File: src/rtl/rv32i_pkg.sv
// Shared RV32I definitions used by the load scoreboard hazard unit.
package rv32i_pkg;
    localparam int              REG_ADDR_W = 5;
    localparam logic [4:0]      REG_X0     = 5'd0;
endpackage

File: src/rtl/hazard_tag_fifo.sv
// In-order FIFO of outstanding load destination tags; every entry's tag and
// valid are exposed so the hazard logic can compare them all in parallel.
module hazard_tag_fifo
    import rv32i_pkg::*;
#(
    parameter int  DEPTH = 4,
    localparam int PTR_W = $clog2(DEPTH),
    localparam int CNT_W = $clog2(DEPTH + 1)
) (
    input  logic                                  clk,
    input  logic                                  rst_n,
    input  logic                                  push_req,
    input  logic [REG_ADDR_W-1:0]                 push_tag,
    input  logic                                  pop_req,
    output logic [DEPTH-1:0][REG_ADDR_W-1:0]      tags,
    output logic [DEPTH-1:0]                      vlds,
    output logic [CNT_W-1:0]                      cnt,
    output logic                                  full,
    output logic                                  underflow
);
    logic [DEPTH-1:0][REG_ADDR_W-1:0] tag_q, tag_d;
    logic [DEPTH-1:0]                 vld_q, vld_d;
    logic [PTR_W-1:0]                 wr_ptr_q, wr_ptr_d;
    logic [PTR_W-1:0]                 rd_ptr_q, rd_ptr_d;
    logic [CNT_W-1:0]                 cnt_q, cnt_d;
    logic                             empty;
    logic                             push;
    logic                             pop;

    always_comb begin
        full  = (cnt_q == CNT_W'(DEPTH));
        empty = (cnt_q == '0);
        // A response arriving with an issue into an empty FIFO retires that
        // very load: nothing is stored and the count stays put.
        push      = push_req && (!full || pop_req) && !(pop_req && empty);
        pop       = pop_req && !empty;
        underflow = pop_req && empty && !push_req;

        tag_d    = tag_q;
        vld_d    = vld_q;
        wr_ptr_d = wr_ptr_q;
        rd_ptr_d = rd_ptr_q;
        // Clear before set so a full push+pop on the shared slot keeps it valid.
        if (pop) begin
            vld_d[rd_ptr_q] = 1'b0;
            rd_ptr_d        = rd_ptr_q + PTR_W'(1);
        end
        if (push) begin
            vld_d[wr_ptr_q] = 1'b1;
            tag_d[wr_ptr_q] = push_tag;
            wr_ptr_d        = wr_ptr_q + PTR_W'(1);
        end
        cnt_d = cnt_q + CNT_W'(push) - CNT_W'(pop);
    end

    always_ff @(posedge clk or negedge rst_n) begin
        if (!rst_n) begin
            tag_q    <= '0;
            vld_q    <= '0;
            wr_ptr_q <= '0;
            rd_ptr_q <= '0;
            cnt_q    <= '0;
        end else begin
            tag_q    <= tag_d;
            vld_q    <= vld_d;
            wr_ptr_q <= wr_ptr_d;
            rd_ptr_q <= rd_ptr_d;
            cnt_q    <= cnt_d;
        end
    end

    assign tags = tag_q;
    assign vlds = vld_q;
    assign cnt  = cnt_q;
endmodule

File: src/rtl/load_scoreboard_hazard_unit.sv
// Load-use hazard detector with an in-order scoreboard of outstanding loads.
// Define HAZARD_STALL_CNT_EN to add the saturating stall_cycles counter port.
module load_scoreboard_hazard_unit
    import rv32i_pkg::*;
#(
    parameter int MAX_PENDING = 4,
    parameter int STALL_CNT_W = 32
) (
    input  logic                             clk,
    input  logic                             rst_n,
    input  logic                             id_valid,
    input  logic [REG_ADDR_W-1:0]            id_rs1,
    input  logic [REG_ADDR_W-1:0]            id_rs2,
    input  logic                             id_rs1_used,
    input  logic                             id_rs2_used,
    input  logic                             ex_load_valid,
    input  logic [REG_ADDR_W-1:0]            ex_rd,
    input  logic                             issue_valid,
    input  logic [REG_ADDR_W-1:0]            issue_rd,
    input  logic                             rsp_valid,
    output logic                             stall,
    output logic                             full,
    output logic [$clog2(MAX_PENDING+1)-1:0] pending_cnt,
    output logic                             err_underflow
`ifdef HAZARD_STALL_CNT_EN
    ,
    output logic [STALL_CNT_W-1:0]           stall_cycles
`endif
);
    logic [MAX_PENDING-1:0][REG_ADDR_W-1:0] tags;
    logic [MAX_PENDING-1:0]                 vlds;
    logic                                   underflow;
    logic                                   err_q, err_d;
    logic                                   rs1_hit, rs2_hit;

    generate
        if (MAX_PENDING < 2 || MAX_PENDING > 16 || (MAX_PENDING & (MAX_PENDING - 1)) != 0)
            $error("MAX_PENDING must be a power of two in 2..16");
        if (STALL_CNT_W < 1)
            $error("STALL_CNT_W must be at least 1");
    endgenerate

    hazard_tag_fifo #(.DEPTH(MAX_PENDING)) u_tag_fifo (
        .clk       (clk),
        .rst_n     (rst_n),
        .push_req  (issue_valid),
        .push_tag  (issue_rd),
        .pop_req   (rsp_valid),
        .tags      (tags),
        .vlds      (vlds),
        .cnt       (pending_cnt),
        .full      (full),
        .underflow (underflow)
    );

    // Entries popped this cycle still match: the pop only lands at the edge.
    function automatic logic reg_match(
        input logic [REG_ADDR_W-1:0]              r,
        input logic                               ld_v,
        input logic [REG_ADDR_W-1:0]              ld_rd,
        input logic [MAX_PENDING-1:0][REG_ADDR_W-1:0] t,
        input logic [MAX_PENDING-1:0]             v
    );
        logic hit;
        hit = ld_v && (ld_rd == r);
        for (int i = 0; i < MAX_PENDING; i++)
            if (v[i] && (t[i] == r)) hit = 1'b1;
        return (r != REG_X0) && hit;
    endfunction

    always_comb begin
        rs1_hit = id_rs1_used && reg_match(id_rs1, ex_load_valid, ex_rd, tags, vlds);
        rs2_hit = id_rs2_used && reg_match(id_rs2, ex_load_valid, ex_rd, tags, vlds);
        stall   = rst_n && ((id_valid && (rs1_hit || rs2_hit)) ||
                            (full && ex_load_valid && !rsp_valid));
        err_d   = err_q || underflow;
    end

    always_ff @(posedge clk or negedge rst_n) begin
        if (!rst_n) err_q <= 1'b0;
        else        err_q <= err_d;
    end

    assign err_underflow = err_q;

`ifdef HAZARD_STALL_CNT_EN
    logic [STALL_CNT_W-1:0] stall_cycles_q, stall_cycles_d;

    always_comb begin
        stall_cycles_d = stall_cycles_q;
        if (stall && (stall_cycles_q != '1))
            stall_cycles_d = stall_cycles_q + STALL_CNT_W'(1);
    end

    always_ff @(posedge clk or negedge rst_n) begin
        if (!rst_n) stall_cycles_q <= '0;
        else        stall_cycles_q <= stall_cycles_d;
    end

    assign stall_cycles = stall_cycles_q;
`endif
endmodule

File: config.mk
export PLATFORM = sky130hd
export DESIGN_NAME = load_scoreboard_hazard_unit
export DESIGN_NICKNAME = d
export VERILOG_FILES = /design/src/rtl/rv32i_pkg.sv /design/src/rtl/hazard_tag_fifo.sv /design/src/rtl/load_scoreboard_hazard_unit.sv
export SDC_FILE = /design/constraint.sdc
export NUM_CORES = 1
export LEC_CHECK = 0
export CORE_ASPECT_RATIO = 0.7
export CORE_MARGIN = 2
export CORE_UTILIZATION = 35
export CTS_CLUSTER_DIAMETER = 80
export CTS_CLUSTER_SIZE = 16
export DETAILED_ROUTE_END_ITERATION = 10
export GPL_TIMING_DRIVEN = 0
export SYNTH_ARGS = -nofsm -noshare
export SYNTH_HDL_FRONTEND = slang
export SYNTH_SLANG_ARGS = --single-unit
File: constraint.sdc
create_clock -name clk -period 2.29 [get_ports clk]
set_clock_uncertainty 0.2 [all_clocks]
set_input_delay 0.3435 -clock clk [delete_from_list [all_inputs] [get_ports clk]]
set_output_delay 0.3435 -clock clk [all_outputs]
set_load 0.02 [all_outputs]
# --- After elaboration in Yosys (flattened, before gate mapping) ---
# Index checks and enable logic that the tools add are counted.
totals:
  register_bits: 32
  inputBits: 28
  out_inout_bits: 6
  elab_cells: 85
classes:
  addsub: 4
  order_cmp: 4
  n_eq_ne: 11
  n_mux: 17
  n_bitwise: 3
  reduce_logical: 37
ops:
  columns: ["cell", "n"]
  rows:
  - ["$eq A5 B5 Y1", 10]
  - ["$logic_and A1 B1 Y1", 25]
  - ["$bwmux W20", 1]
  - ["$demux W5 S2", 1]
  - ["$mux W1", 10]
  - ["$reduce_bool A5 Y1", 2]
  - ["$mux W4", 2]
  - ["$lt A2 B3 Y1 const B", 2]
  - ["$logic_not A1 Y1", 5]
  - ["$mux W5", 1]
  - ["$add A2 B1 Y2 const B", 2]
  - ["$and A4 B4 Y4", 1]
  - ["$demux W1 S2", 2]
  - ["$ge A2 B1 Y1 const B", 2]
  - ["$logic_or A1 B1 Y1", 4]
  - ["$not A4 Y4", 1]
  - ["$or A4 B4 Y4", 1]
  - ["$add A3 B1 Y3", 1]
  - ["$eq A3 B3 Y1 const B", 1]
  - ["$logic_not A3 Y1", 1]
  - ["$sub A3 B1 Y3", 1]

# --- Logic depth before layout (Yosys ltp) ---
# Gate-level depths: netlist of the first run.
logic_depth:
  word_depth: 12
  ltp_mapped: 10
  depth_no_buf: 9

# --- By module ---
# Synthesis of the first run repeated with hierarchy kept, for this count alone.
hier_totals:
  hier_cells: 189
  hier_area_um2: 2102.0
modules_own_cells:
  columns: ["module", "n_inst", "cells_per_inst", "area_per_inst_um2", "seq_area_each_um2"]
  rows:
  - ["hazard_tag_fifo", 1, 99, 1368.8, 775.7]
  - ["load_scoreboard_hazard_unit", 1, 90, 733.2, 25.0]

# --- Least setup slack after synthesis of the first run ---
# Ideal clock, no wire load.
synth_timing:
  kind: "register to register"
  from: "register u_tag_fifo.cnt_q[2], in the netlist u_tag_fifo.cnt[2]"
  to: "register u_tag_fifo.cnt_q[2], in the netlist u_tag_fifo.cnt[2]"
  setup_ns: 0.132
  arrival_ns: 2.093
  required_ns: 1.958
  path_slack_ns: -0.135
  stages_incl_launch_ff: 11
  n_path_buf: 1
  period_less_slack_ns: 2.425
  cell_sequence: "dfrtp_1 > nor3_1 > nor2b_1 > clkbuf_1 > ha_1 > inv_1 > ha_1 > inv_1 > fa_1 > xnor2_1 > xnor2_1"
synth_via:
  word_cells_on_any_way: 12
  classes_between: "add/sub (2); eq/ne (1); reduce/logical (9)"
synth_lines:
  columns: ["item", "line", "rtl"]
  rows:
  - ["start: declaration", "hazard_tag_fifo.sv:25", "logic [CNT_W-1:0] cnt_q, cnt_d;"]
  - ["start signal: assignment", "hazard_tag_fifo.sv:68", "cnt_q <= cnt_d;"]
  - ["$logic_not A3 Y1", "hazard_tag_fifo.sv:32", "empty = (cnt_q == '0);"]
  - ["$logic_not A1 Y1", "hazard_tag_fifo.sv:36", "pop = pop_req && !empty;"]
  - ["$logic_and A1 B1 Y1", "hazard_tag_fifo.sv:36", null]
  - ["via u_tag_fifo.pop", "hazard_tag_fifo.sv:28", "logic pop;"]
  - ["$sub A3 B1 Y3", "hazard_tag_fifo.sv:53", "cnt_d = cnt_q + CNT_W'(push) - CNT_W'(pop);"]
  - ["via u_tag_fifo.cnt_d[2]", "hazard_tag_fifo.sv:25", null]
# The timed path passes the listed nets, and every way through them passes these cells.
# A chain may end at the register's enable or synchronous reset.

# --- Worst setup path after layout of the first run ---
layout_timing:
  from: "register u_tag_fifo.tag_q (netlist bit u_tag_fifo.tags[2])"
  to: "output stall"
layout_via:
  elab_chain_len: 12
  word_cells_on_any_way: 20
  classes_between: "eq/ne (2); mux (8); reduce/logical (10)"
layout_lines:
  columns: ["item", "line", "rtl"]
  rows:
  - ["start: declaration", "hazard_tag_fifo.sv:21", "logic [DEPTH-1:0][REG_ADDR_W-1:0] tag_q, tag_d;"]
  - ["start signal: assignment", "hazard_tag_fifo.sv:64", "tag_q <= tag_d;"]
  - ["$eq A5 B5 Y1", "load_scoreboard_hazard_unit.sv:67", "if (v[i] && (t[i] == r)) hit = 1'b1;"]
  - ["$logic_and A1 B1 Y1", "load_scoreboard_hazard_unit.sv:67", null]
  - ["$mux W1 (4 in series)", "load_scoreboard_hazard_unit.sv:67", null]
  - ["$logic_and A1 B1 Y1", "load_scoreboard_hazard_unit.sv:68", "return (r != REG_X0) && hit;"]
  - ["$logic_and A1 B1 Y1, on equally long branches", "load_scoreboard_hazard_unit.sv:72, load_scoreboard_hazard_unit.sv:73", null]
  - ["$logic_or A1 B1 Y1 (*)", "load_scoreboard_hazard_unit.sv:74", "stall = rst_n && ((id_valid && (rs1_hit || rs2_hit)) ||"]
  - ["$logic_and A1 B1 Y1 (*)", "load_scoreboard_hazard_unit.sv:74", null]
  - ["$logic_or A1 B1 Y1 (*)", "load_scoreboard_hazard_unit.sv:74", null]
  - ["$logic_and A1 B1 Y1 (*)", "load_scoreboard_hazard_unit.sv:74", null]
  - ["end: declaration", "load_scoreboard_hazard_unit.sv:21", "output logic stall,"]
# Every way passes the cells marked *; elsewhere a longest branch is shown, timed or not.

==> reports/summary.txt, run 1 <==
Htree depth: 2
Routed wire per std cell: 16.50 µm
Total Power: 3312 µW
DRT Pass-1 Iters: 4
Async SR Flop Fraction: 100.0%
Grt ovf: 0
Post-synth top area cell: dfrtp_1
Maximum clock rate: 0.4269 GHz
FP Rows: 23
Mapped Area: 2170 µm²
Worst-Skew Late Latency: 280 ps
CP arrival: 1800 ps
Pwr Density: 1198 nW/µm²
Post-synth top flop: dfrtp_1
Yosys warnings: 0
Layout overhead on the synthesized area: 27.39%
Fraction of layout instances using a drive strength above 1: 31.49%
Top post-synthesis cells by area: dfrtp_1 37%, xor2_1 17%, mux2_4 14%
Nets: 274
Count leader, synth: xor2_1
Count of different cell masters after synthesis: 30
Total Die Area: 6855 µm²
Setup slack after layout: -52.37 ps
Uppermost routed layer: met4
Final core occ: 47.31%
Area of the multi-input gates: 1353 µm²
Startpoint types: flip-flop
P_leak: 0.001330 µW
Initial antenna violation count: 0
Fin. Hold Viols: 0
Crit path time final: 2342 ps
Tcrit/Tclk final: 102.3%
Final setup violation count: 1
Met1 Wirelength: 2.841 mm
Hold WC Path Type: flip-flop to flip-flop
Placed wire-length estimate: 3.730 mm
GP Congestion: 0.8435
Vias per cell: 4.868
Met2 wire len: 1.985 mm
WS Path Type: flip-flop to output port
Failing checks: negative setup slack
Syn_area_per_cell: 11.30 µm²
Root Driver: clkbuf_8
Initial core utilization: 37.14%
Worst-case vdd ir drop: 0.6217 mV
Maxcap violations: 0
GRT Util Overall: 15.57%
Longest Clk Path Bufs: 2
CORE AREA: 5842 µm²
Number of global-route vias before repair: 1531
Post-Syn Nets: 231
Post-synth EDFFs: 0
Largest net degree at the start of global routing: 33
Flop2flop setup slack: 80 ps
First-pass GRT wire length: 8.231 mm
Unrepaired setup endpoints after global routing: yes
Via count: 1509
Drt initial violations: 56
Clk sinks: 32
IO buf count: 23
Cts bufs inserted: 5
Largest fanout on the critical path: 3
Rel. slew slack: 76.36%
Status: complete, but fails checks
Worst EP required: 1750 ps
Total wire length: 5.115 mm
Die width: 98.11 µm
Part of the Yosys area used for sequential elements: 36.91%
Ports: 34
# DRC: 0
# fillers: 573
Synthesized flop and latch total: 32
Tightest Pin Transition: 351.4 ps
DR WL met3: 245 µm
Clock transition time at the flip-flop clock pins of the worst setup and hold paths: 70 ps
Max-slew violations: 0
Syn Inst Count: 192
Reg area: 804.5 µm²
CTS tree: yes
Post-synth top cells: 41 x xor2_1, 32 x dfrtp_1, 20 x mux2_4
CP endpoint kind: output port
Height of the die: 69.87 µm
# diodes: 0
ANT nets after route: 0
Top-area cell type share of the netlist area: 36.91%
-- path summary, 6_finish.rpt --
check / startpoint / to / cells past startpoint
worst max-delay path: u_tag_fifo.tags[2] / stall / 7
worst min-delay path: err_underflow / err_underflow / 1
worst max register to register: u_tag_fifo.cnt[0] / u_tag_fifo.cnt[2] / 9
worst min register to register: err_underflow / err_underflow / 1
max in group asynchronous: rst_n / u_tag_fifo.cnt[2] / 3
min in group asynchronous: rst_n / u_tag_fifo.tags[12] / 3
-- logic make-up after synthesis --
logic type / share of synthesized area [%]
fa+ha+maj: 6.690
mux: 13.84
xor+xnor: 22.20
compound gates: 4.383
simple gates: 11.53
buf+inv: 4.440
flops: 36.91
-- what timing repair did --
item	CTS	global route
resized for setup	17	6
hold buffers	2	0
endpoints found under the hold margin	32	0
buffers inserted	7	5
endpoints found under the setup margin	4	3
pin swaps	11	7
-- stage by stage --
stage	setup TNS (ps)	hold slack, ps	setup slack, ps	cell area (µm²)	std cells
final	-52.37	279.6	-52.37	2764	310
after global routing	-197.2	310.6	-176.9	2764	310
after CTS	-45.10	281.3	-45.10	2698	305
after detailed placement	-1758	260.4	-634.5	2522	290
after global placement	-6163	252.2	-1451	2527	290
after floorplan	0	-152.1	8.636	2203	192
-- metal layers --
layer / track usage [%] / vias to the layer above
li1: - / 728
met1: 25.06 / 742
met2: 20.24 / 32
met3: 3.704 / 7
met4: 4.012 / 0
met5: 0 / -
-- layout make-up --
type                            count  area share [%]
Clock inverter                      1          0.1811
Timing Repair Buffer               37           12.40
Sequential cell                    32           29.11
Multi-Input combinational cell    140           48.94
Tap cell                           75           3.395
Buffer                             10           2.128
Inverter                            9           1.222
Clock buffer                        6           2.626
-- report_power, final --
part           switching, µW  internal (µW)  leakage (µW)
Sequential               338            871      0.000373
Clock                    207            206     0.0000410
Combinational            721            970      0.000915
-- worst max-delay path: stages, from the launching register on --
cell,delay (ps)
dfrtp_1,410
buf_4,150
xor2_1,140
nor4_1,200
a31oi_1,170
a31o_1,260
o211ai_2,70
buf_6,140
-- registers in the layout, indices dropped and copies added, names as in the netlist --
name and count:
u_tag_fifo.cnt 3, u_tag_fifo.wr_ptr_q 2, u_tag_fifo.tags 20, err_underflow 1
u_tag_fifo.rd_ptr_q 2, u_tag_fifo.vlds 4
-- cell usage in the layout, fill, tap and decap left out, types with 6 or more instances in the layout --
cell type	netlist	routed
xor2_1	41	41
dfrtp_1	32	29
mux2_4	20	20
clkdlybuf4s50_1	0	15
nand2_1	14	14
xnor2_1	14	13
buf_4	1	13
inv_1	9	9
buf_2	8	9
ha_1	10	9
nor4_1	10	6
No activity file was read; power rests on OpenSTA's default activity.
==> run 2, diff against run 1 <==
Settings changed: DONT_BUFFER_PORTS set to 1.
==> run 2 against run 1 <==
The flow still finishes with violations (negative setup slack); setup slack gained 2.4 ps; hold slack lost 270 ps; cell count shrank 5.2%; clock power grew 16%; combinational power shrank 9%; register-to-register slack gained 20 ps; critical path type unchanged; largest power group unchanged.
==> reports/summary.txt, run 2 (synthesized netlist as in run 1, its figures left out) <==
Area of the multi-input gates: 1356 µm²
First-pass GRT wire length: 8.273 mm
Worst-Skew Late Latency: 280 ps
Hold WC Path Type: primary input to flip-flop
Layout overhead on the synthesized area: 21.34%
P_leak: 0.001247 µW
Setup slack after layout: -50.00 ps
Fraction of layout instances using a drive strength above 1: 32.88%
CP arrival: 1800 ps
Grt ovf: 0
FP Rows: 23
GP Congestion: 0.8183
DP Cell Count: 267
Total Die Area: 6855 µm²
Fin. Hold Viols: 0
Rel. slew slack: 74.13%
Longest Clk Path Bufs: 2
Tightest Pin Transition: 384.5 ps
Max-slew violations: 0
# diodes: 0
Routed wire per std cell: 17.16 µm
Min-delay src: issue_rd[4]
Reg-to-Reg Start: u_tag_fifo.cnt[1]
Tcrit/Tclk final: 102.2%
WS Path Type: flip-flop to output port
Maximum clock rate: 0.4274 GHz
Via count: 1457
Most common cell after layout, fill and taps aside: xor2_1
Startpoint types: flip-flop
Worst-case vdd ir drop: 0.6345 mV
Maxcap violations: 0
Initial core utilization: 37.14%
IO buf count: 0
Reg area: 804.5 µm²
Clk sinks: 32
CTS tree: yes
CP endpoint kind: output port
Fin Setup TNS: -50.00 ps
Pwr Density: 1240 nW/µm²
Unrepaired setup endpoints after global routing: yes
Total wire length: 5.046 mm
Crit path from: u_tag_fifo.tags[3]
Initial antenna violation count: 0
ANT nets after route: 0
Cts bufs inserted: 5
Worst EP required: 1750 ps
Vias per cell: 4.956
Placed wire-length estimate: 3.489 mm
Commonest non-fill, non-tap cells in the layout: 41 x xor2_1, 29 x dfrtp_1, 20 x mux2_4, 14 x nand2_1, 13 x xnor2_1
Flop2flop setup slack: 100 ps
Number of global-route vias before repair: 1527
Die width: 98.11 µm
Clock transition time at the flip-flop clock pins of the worst setup and hold paths: 60 ps
Root Driver: clkbuf_8
Final setup violation count: 1
# fillers: 559
Max reg flops: 20
CORE AREA: 5842 µm²
Drt initial violations: 43
Largest fanout on the critical path: 3
Nets: 257
Ports: 34
Height of the die: 69.87 µm
Final std cells w/o fill: 294
DRT Pass-1 Iters: 4
Largest net degree at the start of global routing: 33
Htree depth: 2
GRT Util Overall: 15.78%
Failing checks: negative setup slack
Status: complete, but fails checks
# DRC: 0
Crit path time final: 2340 ps
==> run 2: repair_timing <==
action / 4_1_cts / 5_1_grt
setup buffers: 8 / 2
pin swaps: 10 / 4
gates resized for setup: 6 / 7
hold buffers: 7 / 3
setup endpoints to repair: 3 / 3
hold endpoints to repair: 40 / 4
==> run 2: worst max-delay path, cell delays in order (launching register included) <==
cell and delay [ps]:
dfrtp_1 400, xor2_1 180, nor4_2 330, nand3_1 140, nand3_2 110, a311oi_2 50, o211ai_2 310
==> run 2: metal layers <==
metal  part of all wire [%]  vias up  routed length, µm  track usage, %
met4                    1.1        0                 57           5.556
met3                    5.6        4                283           3.904
met5                      0        -                  0               0
met1                     54      726               2726           23.86
li1                       -      695                  -               -
met2                     39       32               1978           21.61
==> run 2: where the power goes <==
group,total [µW],internal (µW),leakage (µW),switching (µW)
registers,1260,871,0.000373,386
logic,1530,880,0.000822,648
clock network,481,274,0.0000515,206
==> run 2: final cells by class <==
class                           count  share of cell area (%)
Multi-Input combinational cell    140                   51.52
Sequential cell                    32                   30.56
Timing Repair Buffer               20                   7.034
Clock buffer                        8                   3.802
Tap cell                           75                   3.565
Buffer                             10                   2.234
Inverter                            9                   1.283
==> run 2: metrics by stage <==
stage / total power (µW) / setup slack (ps) / hold WS (ps) / utilization, % / area [µm²]
CTS: 3207 / -44.68 / 0.5111 / 43.76 / 2556
global route: 3514 / -125.5 / 0.3131 / 45.06 / 2633
finish: 3266 / -50.00 / 7.470 / 45.06 / 2633
detailed placement: 2546 / -76.79 / -151.6 / 39.32 / 2297
global placement: 2526 / -85.64 / -151.5 / 39.32 / 2297
floorplan: 2305 / 8.636 / -152.1 / - / 2203
==> run 2: path summary, 6_finish.rpt <==
check,depth (start not counted),endpoint
hold reg to reg,2,u_tag_fifo.vlds[3]
min in group asynchronous,2,u_tag_fifo.wr_ptr_q[0]
setup / recovery,6,stall
setup reg to reg,9,u_tag_fifo.cnt[2]
max in group asynchronous,2,u_tag_fifo.cnt[1]
hold / removal,1,u_tag_fifo.tags[4]
==> run 3, diff against run 2 <==
Settings changed: PLACE_DENSITY set to 0.48.
==> run 3 against run 2 <==
Maximum frequency fell by 1.4%; wire length rose by 1.9%; combinational power barely moved; sequential share of layout area rose by 0.11 points; flip-flop and latch count did not move; largest cell class unchanged; the run still ends with negative setup slack left; cell count did not move.
==> reports/summary.txt, run 3 (synthesized netlist as in run 1, its figures left out) <==
Status: complete, but fails checks
Failing checks: negative setup slack
Net Switching: 1259 µW
CP endpoint kind: output port
Clock transition time at the flip-flop clock pins of the worst setup and hold paths: 70 ps
Worst path slowest cell: dfrtp_1
GRT Util Overall: 15.86%
Final setup violation count: 1
Maximum clock rate: 0.4213 GHz
Initial core utilization: 37.14%
Combinational fraction of design power: 46.5%
Max-slew violations: 0
CP max stage delay: 420 ps
Number of global-route vias before repair: 1528
DRT Pass-1 Iters: 4
Routed wire per std cell: 17.50 µm
CTS tree: yes
Tcrit/Tclk final: 103.7%
Tightest Pin Transition: 449.2 ps
Most common cell after layout, fill and taps aside: xor2_1
Hold WC Path Type: primary input to flip-flop
GP Congestion: 0.8459
Sequential Power Share: 37.8%
R2R Path End: u_tag_fifo.cnt[2]
Fin Setup TNS: -83.64 ps
Total wire length: 5.144 mm
CORE AREA: 5842 µm²
Hold Path Sink: u_tag_fifo.tags[2]
Total Die Area: 6855 µm²
Initial antenna violation count: 0
Final core occ: 44.98%
Maxcap violations: 0
WS Path Type: flip-flop to output port
Placed wire-length estimate: 3.863 mm
Htree depth: 2
Reg-to-Reg Start: u_tag_fifo.cnt[1]
FP Rows: 23
Clk sinks: 32
Worst EP required: 1750 ps
WP buf/inv: 0
Vias per cell: 5.037
Longest Clk Path Bufs: 2
# diodes: 0
First-pass GRT wire length: 8.355 mm
Flop2flop setup slack: 70 ps
Clock Power Share: 15.7%
Crit-path leading delay family: simple AND/OR/NAND/NOR gates
Grt ovf: 0
Cts bufs inserted: 5
Internal power: 2102 µW
Die width: 98.11 µm
Crit-path cells: xor2_1 -> nor4_1 -> nand3_1 -> nand3_2 -> a311oi_2 -> o211ai_2
Worst-case vdd ir drop: 0.3748 mV
Min-Delay Path Depth: 1
Sw Ratio: 37.47%
Ports: 34
Largest fanout on the critical path: 3
Crit path time final: 2374 ps
Worst-Skew Late Latency: 270 ps
Unrepaired setup endpoints after global routing: yes
ANT nets after route: 0
Pwr Density: 1279 nW/µm²
Root Driver: clkbuf_8
Reg2reg path depth: 9
Min-delay src: issue_rd[2]
IO buf count: 0
Startpoint types: flip-flop
P_leak: 0.001250 µW
Height of the die: 69.87 µm
Commonest non-fill, non-tap cells in the layout: 41 x xor2_1, 28 x dfrtp_1, 20 x mux2_4, 14 x nand2_1, 14 x buf_4
CP arrival: 1830 ps
Layout overhead on the synthesized area: 21.11%
Fin. Hold Viols: 0
Via count: 1481
Max reg flops: 20
Setup slack after layout: -83.64 ps
Stages on worst setup path: 6
Rel. slew slack: 69.78%
Drt initial violations: 61
Largest net degree at the start of global routing: 33
Nets: 257
Fraction of layout instances using a drive strength above 1: 34.25%
# DRC: 0
==> run 3: cell count changes in the layout (fill, tap and decap cells not counted) <==
cell,previous run,this run
nor4_1,7,8
clkinv_2,0,1
buf_4,11,14
nor4_2,3,2
bufinv_16,0,1
dfrtp_1,29,28
dfrtp_2,3,4
dlygate4sd3_1,9,6
clkbuf_8,7,5
==> run 3: worst reg2reg max path, stage by stage, from the launching register on <==
cell,delay [ps]
dfrtp_2,510
nor3_4,260
nor2b_4,70
ha_4,240
inv_2,60
ha_4,110
inv_2,30
fa_2,340
xnor2_2,140
xnor2_1,170
==> run 3: routing by layer <==
metal	up-vias	share of wire, %	GRT usage (%)
li1	697	-	-
met1	738	49	22.82
met5	-	0	0
met3	5	7.8	4.505
met2	41	43	23.36
met4	0	0.95	4.167
==> run 3: layout make-up <==
type | count | area, µm²
fillers | 565 | 3214
multi-input cells | 140 | 1350
inverters | 9 | 33.78
clock buffers | 6 | 72.57
well taps | 75 | 93.84
clock inverters | 2 | 35.03
flip-flops and latches | 32 | 805.8
plain buffers | 10 | 58.81
repair buffers | 20 | 177.7
==> run 3: how the worst max path moves through the flow <==
| stage | startpoint | endpoint | slack, ps |
|---|---|---|---|
| CTS | u_tag_fifo.tags[3] | stall | -60 |
| finish | u_tag_fifo.tags[3] | stall | -80 |
| floorplan | u_tag_fifo.cnt[1] | u_tag_fifo.cnt[2] | 9 |
| global placement | u_tag_fifo.cnt[1] | u_tag_fifo.cnt[2] | -60 |
| detailed placement | u_tag_fifo.cnt[1] | u_tag_fifo.cnt[2] | -110 |
| global route | u_tag_fifo.tags[3] | stall | -160 |
==> run 3: repair_timing <==
item | 4_1_cts | 5_1_grt
buffers inserted | 5 | 8
pin swaps | 11 | 16
hold buffers | 2 | 5
endpoints found under the hold margin | 32 | 16
endpoints found under the setup margin | 3 | 2
gates resized for setup | 6 | 7
==> run 3: power groups by stage <==
stage	Combinational (µW)	Clock, µW	Sequential, µW
after global placement	1260	0	1270
after detailed placement	1320	0	1290
after floorplan	1130	0	1180
final	1560	527	1270
after CTS	1430	543	1280
after global routing	1730	579	1320
==> run 3: per-stage QoR <==
stage	instance area, µm²	instances	hold WS (ps)	power, µW	worst slack [ps]
after detailed placement	2297	267	-150.9	2603	-114.9
after global placement	2297	267	-151.1	2527	-64.65
after global routing	2628	294	0.03453	3627	-160.4
after floorplan	2203	192	-152.1	2305	8.636
after CTS	2491	281	1.602	3251	-60.81
final	2628	294	13.55	3361	-83.64
==> patch: new RTL, flow settings as in run 2 <==
`tag_q` no longer has a reset.
--- a/src/rtl/hazard_tag_fifo.sv
+++ b/src/rtl/hazard_tag_fifo.sv
@@ -57,3 +57,2 @@
         if (!rst_n) begin
-            tag_q    <= '0;
             vld_q    <= '0;
@@ -63,3 +62,2 @@
         end else begin
-            tag_q    <= tag_d;
             vld_q    <= vld_d;
@@ -71,2 +69,6 @@
 
+    always_ff @(posedge clk) begin
+        tag_q <= tag_d;
+    end
+
     assign tags = tag_q;
Check against the original RTL: same outputs for any inputs over 4 cycles, from zero or initial values and one cycle with rst_n low; that may be too few to reach the edited logic, so the function may still have changed.
==> patch against run 2 <==
  * The flow still finishes with violations (negative setup slack)
  * Area after synthesis down 10%
  * Synthesized cell count decreased by 13%
  * Global-route usage decreased by 0.55 points
  * Wire length shrank 13%
  * Sequential cell count stayed put
  * Setup slack got worse by 21 ps
  * Non-clock buffer count decreased by 10
  * Final area shrank 13%
Power is not compared: it rests on default switching activity, and its combinational part moved more than twofold at a synthesized area within 25%.
==> patch: results (changes against run 2) <==
Critical path
  • CP Data Arrival Time: 1820 ps (+20 ps)
  • CP max FO: 2 (-1)
  • R2r setup slk: 80 ps (-20 ps)
  • Crit start category: register
  • Reg2Reg Launch Point: u_tag_fifo.cnt[2]

Clock network
  • Worst-path clk slew: 60 ps (about the same)

Placement
  • Pre-CTS WS: -104.0 ps (-27.17 ps)
  • GP Congestion: 0.8475 (+3.6%)
  • DP Area: 0.002073 sq mm (-9.7%)
  • Total placed cells including tap cells: 240 (-10%)
  • DPL Wire Length: 3.303 mm (-5.3%)

Min path
  • WHS Endpoint: err_underflow
  • Min-Delay Startpoint: rsp_valid

Finish
  • Fill count: 492 (-12%)
  • Storage element area: 904.6 sq um (+12%)
  • Post-Layout Cell Count: 257 (-13%)
  • Layout cells sized above 1: 0.1838 (-0.1450)
  • Nets: 223 (-13%)

Status
  • Failing checks: negative setup slack
  • Outcome: complete, but fails checks

Routing
  • DRT met1 WL: 1.928 mm (-29%)
  • WL met2: 1.989 mm (+0.56%)
  • Via count of the routed design: 1302 (-11%)
  • Post-route ant nets: 0 (unchanged)
  • Met3 wire len: 370 microns (+31%)
  • Routed wire length: 4.374 mm (-13%)
  • First DRT Iteration DRCs: 74 (+72%)

Yosys
  • Yosys warns: 0 (unchanged)
  • Main synth FF type: edfxtp_1
  • Most instantiated cells after synthesis: 41 x xor2_1, 20 x edfxtp_1, 14 x xnor2_1, 12 x dfrtp_1
  • Seq/Total Area, Yosys: 0.4621 (+0.09304)
  • Netlist cell types: 30 (unchanged)
  • Synth top area cells: edfxtp_1 31%, xor2_1 18%, dfrtp_1 15%
  • Syn_nets: 207 (-10%)
  • Asr flop ratio synth: 0.3750 (-0.6250)
  • Mean post-synth cell area: 11.60 sq um (+2.7%)
  • EDFF count, synth: 20 (+20)

Pwr
  • Seq pwr share: 0.477
  • P_sw: 810.2 uW
  • Tot Pwr: 2.183 mW

GRT
  • GR Util met2: 0.2409 (+0.02481)
  • Pin count of the biggest net entering global routing: 13 (-61%)
  • Met3 GRT Util: 0.03535 (-0.003691)
  • Vias in the first global route: 1398 (-8.4%)
  • First-pass GRT wire length: 6.886 mm (-17%)
  • Met1 global-route usage: 0.1950 (-0.04355)
  • Total GRT Usage: 0.1523 (-0.005547)

STA
  • Setup violators final: 1 (unchanged)
  • TNS Setup: -70.94 ps (-20.94 ps)
  • Rel. slew slack: 0.6108 (-0.1306)
  • Final worst setup slack: -70.94 ps (-20.94 ps)
  • Hold WS: 16.94 ps (+9.467 ps)
patch: cell types whose count changed after synthesis, moves of 4 or more:
cell      before  now
nand2_1       14    6
a21o_1         0    4
mux2_4        20    0
edfxtp_1       0   20
and2_1         0    5
nand2_4        4    0
dfrtp_1       32   12
patch: worst max path at each step:
| stage | from | end | slack [ps] | cells past startpoint |
|---|---|---|---|---|
| after global routing | u_tag_fifo.tags[6] | stall | -110 | 6 |
| final | u_tag_fifo.tags[0] | stall | -70 | 6 |
| after detailed placement | u_tag_fifo.cnt[2] | u_tag_fifo.cnt[2] | -100 | 7 |
| after global placement | u_tag_fifo.cnt[1] | u_tag_fifo.cnt[2] | -60 | 10 |
| after CTS | u_tag_fifo.tags[8] | stall | -50 | 6 |
| after floorplan | u_tag_fifo.cnt[1] | u_tag_fifo.cnt[2] | 8 | 10 |
patch: critical path, cell delays in order (launching register included):
cell and delay, ps:
edfxtp_1 410, xor2_1 180, nor4_1 370, nand3_1 120, nand3_1 130, a311oi_2 70, o211ai_4 250
patch: repair_timing:
action,in CTS,in global routing
pin swaps,4,4
hold endpoints to repair,32,0
resized for setup,7,2
hold buffers,6,0
setup buffers,2,2
setup endpoints to repair,3,2
patch: cell type report:
class | instances | share of cell area
flip-flops and latches | 32 | 0.3957
clock buffers | 6 | 0.03175
multi-input cells | 116 | 0.4428
well taps | 72 | 0.03941
plain buffers | 10 | 0.03120
repair buffers | 10 | 0.03941
clock inverters | 2 | 0.004926
inverters | 9 | 0.01478
patch: kinds of logic after synthesis:
kind of cell / share of synthesized area
flops: 0.4621
buf+inv: 0.05584
simple gates: 0.1020
xor+xnor: 0.2471
fa+ha+maj: 0.07445
compound gates: 0.05841
